===== src/rtl/rv32_imm_gen.sv =====
// RV32I immediate generator: routes instr[31:7] into the I/S/B/U/J immediate.
// Combinational result plus a registered copy for the execute stage.
module rv32_imm_gen (
  input  logic        clk,
  input  logic        rst_n,
  input  logic [24:0] inst,
  input  logic [2:0]  imm_sel,
  output logic [31:0] out,
  output logic        sel_err,
  output logic [31:0] out_q,
  output logic        sel_err_q
);

  localparam logic [2:0] I_TYPE = 3'd0;
  localparam logic [2:0] S_TYPE = 3'd1;
  localparam logic [2:0] B_TYPE = 3'd2;
  localparam logic [2:0] U_TYPE = 3'd3;
  localparam logic [2:0] J_TYPE = 3'd4;

  logic sgn;
  assign sgn = inst[24];

  always_comb begin
    out     = 32'h0;
    sel_err = 1'b0;
    unique case (imm_sel)
      I_TYPE: out = {{20{sgn}}, inst[24:13]};
      S_TYPE: out = {{20{sgn}}, inst[24:18], inst[4:0]};
      B_TYPE: out = {{19{sgn}}, sgn, inst[0],
                     inst[23:18], inst[4:1], 1'b0};
      U_TYPE: out = {inst[24:5], 12'h0};
      J_TYPE: out = {{11{sgn}}, sgn, inst[12:5],
                     inst[13], inst[23:14], 1'b0};
      default: begin
        out     = 32'h0;
        sel_err = 1'b1;
      end
    endcase
  end

  always_ff @(posedge clk or negedge rst_n) begin
    if (!rst_n) begin
      out_q     <= 32'h0;
      sel_err_q <= 1'b0;
    end else begin
      out_q     <= out;
      sel_err_q <= sel_err;
    end
  end

endmodule


===== config.mk =====
export PLATFORM = sky130hd
export DESIGN_NAME = rv32_imm_gen
export DESIGN_NICKNAME = d
export VERILOG_FILES = /design/src/rtl/rv32_imm_gen.sv
export SDC_FILE = /design/constraint.sdc
export NUM_CORES = 1
export LEC_CHECK = 0
export ABC_AREA = 1
export ABC_CLOCK_PERIOD_IN_PS = 1000
export CORE_MARGIN = 5
export CORE_UTILIZATION = 31
export CTS_CLUSTER_DIAMETER = 150
export CTS_CLUSTER_SIZE = 40
export DETAILED_ROUTE_END_ITERATION = 6
export PLACE_DENSITY = 0.85
export SYNTH_ARGS = -nofsm -noshare
export SYNTH_HDL_FRONTEND = slang
export SYNTH_SLANG_ARGS = --single-unit

===== constraint.sdc =====
create_clock -name clk -period 1 [get_ports clk]
set_clock_uncertainty 0.2 [all_clocks]
set_input_delay 0.2 -clock clk [delete_from_list [all_inputs] [get_ports clk]]
set_output_delay 0.2 -clock clk [all_outputs]
set_load 0.02 [all_outputs]

# Yosys cells after proc, flatten, opt, wreduce, memory -nomap -nowiden
# Cells that the tools add are included.
# Widths: inputs -> output; s select.
dict set report word_totals {
  reg_bits 33
  word_cells 10
}
dict set report classes {
  n_eq_ne 4
  n_mux 2
  reduce_logical 2
}
# cell n
set op_table {}
lappend op_table {{$pmux 32 s5} 1}
lappend op_table {{$eq 3x2->1 const B} 2}
lappend op_table {{$reduce_or 5->1} 1}
lappend op_table {{$eq 3x1->1 const B} 1}
lappend op_table {{$eq 3x3->1 const B} 1}
lappend op_table {{$logic_not 3->1} 1}
lappend op_table {{$mux 1} 1}

# Logic depth before layout (Yosys ltp)
dict set report depth {
  depth_word 3
  ltp_mapped 5
}

# Worst setup path before layout
# No wires, ideal clock.
dict set report synth_timing {
  path_type {input -> output}
  from {input imm_sel[1]}
  to {output out[10]}
  arrival_time_ns 0.884
  required_time_ns 0.600
  slack_ns -0.284
  stages 4
  path_buffers 1
  cell_sequence {nand2_2 buf_2 nand2_1 nor2_1}
}
dict set report synth_via {
  elab_chain_cells 2
  elab_cells_between_ends 6
  classes_between {4 x eq/ne; 1 x mux; 1 x reduce/logical}
}
# element line
set synth_rtl {}
lappend synth_rtl {{start, declared} 7} ;# input logic [2:0] imm_sel,
lappend synth_rtl {{$eq 3x3->1, or another cell as far along} 26} ;# unique case (imm_sel)
lappend synth_rtl {{$pmux 32 s5 (*)} 26}
lappend synth_rtl {{end, declared} 8} ;# output logic [31:0] out,
# Mark *: on every way between the ends. The rest lies on a longest branch, timed or not.

# Final worst setup path
dict set report layout_timing {
  from {input inst[10]}
  to {output out[17]}
}
dict set report layout_via {
  elab_chain_cells 1
}
# element line
set layout_rtl {}
lappend layout_rtl {{start, declared} 6} ;# input logic [24:0] inst,
lappend layout_rtl {{$pmux 32 s5} 26}
# No other way between the ends.

==> impl_metrics.py <==
metrics = {
    "layout": {
        "seqCellArea_sq_um": 826,
        "nets": 324,
        "fillers": 185,
        "syn2layout_area_growth_pct": 177,
        "multi_input_area_sq_um": 898,
        "antenna_cells": 0,
        "drive_above_1_share": 0.719,
    },
    "route": {
        "antenna_left": 0,
        "first_pass_iters": 4,
        "met3_length_um": 499,
        "wl_per_cell_um": 19.9,
        "routed-wl-met2_mm": 3.80,
        "drt_iter0_drc": 69,
        "via_per_inst": 4.99,
        "wl_met1_mm": 2.38,
        "highest_layer": "met4",
        "wl_mm": 6.90,
        "num_vias": 1732,
        "drc": 0,
    },
    "logic_synthesis": {
        "synth_cells": 135,
        "synth_seq_cells": 33,
        "ys.flop_type": "dfrtp_1",
        "synth_top_area_frac": 0.597,
        "synth.most_common_cell": "dfrtp_1",
        "synth.yosys.seq_area_share": 0.597,
        "syn_nets": 165,
        "synth_edf_count": 0,
        "syn-cell-area_sq_um": 1380,
        "yosysTopAreaCell": "dfrtp_1",
        "avgSynthCellArea_sq_um": 10.2,
        "yosysWarnings": 0,
        "yosys-top-cells-area": "dfrtp_1 60%, nand3_2 8.0%, nand2_1 7.1%",
        "synth_commonest_cells": "33 x dfrtp_1, 26 x nand2_1, 19 x nand3_1",
        "yosysUniqueCellTypes": 16,
        "async_reset_ff_frac": 1.00,
    },
    "pwr": {
        "netSwitchingFraction": 0.298,
        "cellLeakagePower_nw": 2.00,
        "seqPwrFrac": 0.311,
        "p_switching_mw": 1.43,
        "combPwrFrac": 0.371,
        "power_frac_clock": 0.318,
        "p_total_mw": 4.79,
        "p_int_mw": 3.36,
        "worst_ir_drop_vdd_mv": 1.15,
        "power_density_nw_per_um2": 1250,
    },
    "setup_path": {
        "cpLargestDelayFamily": "buffers and inverters",
        "path_class": "input pin to output pin",
        "cp.depth": 4,
        "slowest_stage": "clkdlybuf4s50_1",
        "cp.buffers_inverters": 2,
        "cp.arrival_ns": 1.07,
        "critical_path.max_fanout": 2,
        "cp_data_required_time_ns": 0.60,
        "crit_chain": "clkdlybuf4s50_1 > nand3_1 > nand3_2 > buf_6",
        "endpoint_kind": "output pin",
        "worst_path_largest_cell_delay_ns": 0.52,
        "cp-start-kind": "input pin",
    },
    "sta": {
        "setup-tns-final_ns": -21.95,
        "hold_viol": 0,
        "tightest_slew_ns": 0.284,
        "rsz0062_at_grt": "yes",
        "fmax_mhz": 681,
        "worst_slack_ns": -0.468,
        "slew-limit-headroom": 0.811,
        "final-max-slew-violation-count": 0,
        "finalSetupViolations": 78,
        "period_needed_ns": 1.47,
        "period_share": 1.47,
    },
    "global_route": {
        "grt_pass1_wl_mm": 9.80,
        "antenna_found_initial": 0,
        "grt_pass1_vias": 1893,
        "track_usage": 0.213,
        "overflow": 0,
        "grt_start_max_net_pins": 34,
    },
    "floorplan": {
        "start_util": 0.318,
        "core_sq_um": 4350,
        "die_h_um": 76.8,
        "die_area_sq_um": 5900,
        "row_count": 24,
        "die_w_um": 76.8,
        "pin_count": 96,
    },
    "clock_network": {
        "cts_sinks": 33,
        "cts_tree": "built",
        "cts_buffer_depth": 2,
        "clockRootBuffer": "clkbuf_8",
        "clk_pin_slew_ns": 0.07,
        "h-tree-depth": 2,
        "numCtsBuffers": 5,
    },
    "outcome": {
        "run_status": "complete, but fails checks",
        "violations": "setup timing",
    },
    "run": {
        "cap_violations": 0,
    },
    "min_path": {
        "hp-start": "inst[1]",
        "hp-class": "input pin to flip-flop",
        "hold_path_depth": 3,
        "whs_endpoint": "out_q[1]$_DFF_PN0_",
    },
    "place": {
        "portBuffers": 95,
        "place_hpwl_mm": 3.69,
        "gp_congestion": 0.825,
        "post-place-ws_ns": -1.37,
    },
}
[flip-flops by register name, summed over array words and instances (netlist names)]
signal / flops
sel_err_q: 1
out_q: 32
[cells by family (layout without fill, tap and decap cells)]
kind of cell	after synthesis	count (layout)	synth area share
buf+inv	13	173	0.0489
simple gates	87	87	0.347
flops	33	33	0.597
compound gates	2	2	0.00723
[worst max path at each step]
| stage | startpoint | to | slack, ns |
|---|---|---|---|
| final | inst[10] | out[17] | -0.47 |
| after CTS | imm_sel[0] | out[22] | -0.54 |
| after global routing | inst[10] | out[17] | -0.51 |
| after global placement | imm_sel[0] | out[18] | -1.34 |
| after floorplan | imm_sel[0] | out[10] | -0.17 |
| after detailed placement | imm_sel[1] | out[18] | -1.37 |
[repair_timing]
item                                    CTS  global route
setup buffers                            22            17
hold endpoints to repair                 33             0
gates resized for setup                 460            50
hold buffers                              1             0
endpoints found under the setup margin   99            91
pin swaps                                27            44
gates cloned                              3             0
[cell type report]
class,instances,share of cell area
Inverter,5,0.0101
Clock buffer,5,0.0180
Clock inverter,3,0.0170
Multi-Input combinational cell,89,0.235
Sequential cell,33,0.216
Timing Repair Buffer,160,0.487
Tap cell,52,0.0170
[power groups by stage]
| stage | registers [mW] | logic, mW | clock network, mW |
|---|---|---|---|
| 6_report | 1.49 | 1.78 | 1.52 |
| 4_1_cts | 1.49 | 1.63 | 1.53 |
| 3_5_place_dp | 1.49 | 1.35 | 0 |
| 2_1_floorplan | 1.63 | 0.465 | 0 |
| 3_3_place_gp | 1.48 | 1.34 | 0 |
| 5_1_grt | 1.50 | 1.85 | 1.61 |
[metrics by stage]
step                      hold slack, ns  utilization  instance area (sq um)  cells
final                             0.0213        0.878                   3820    347
after CTS                          0.154        0.819                   3570    334
after detailed placement         -0.0160        0.670                   2920    301
after floorplan                   -0.296            -                   1690    135
after global routing              0.0215        0.878                   3820    347
after global placement           -0.0334        0.670                   2920    301
[cell usage in the layout, fill, tap and decap left out, drive strengths merged]
master	instances
nand4	14
o21ai	1
clkinv	1
clkbuf	6
clkdlybuf4s50	6
a21oi	1
dfrtp	33
inv	5
buf	134
nand3	30
nor2	14
nand2	29
dlymetal6s2s	17
dlygate4sd3	1
bufinv	2
clkdlybuf4s15	1
[per-layer routing]
metal / GRT usage / vias up
li1: - / 777
met1: 0.207 / 847
met2: 0.394 / 89
met3: 0.0808 / 19
met4: 0.0962 / 0
met5: 0 / -
No activity file was read; power rests on OpenSTA's default activity.
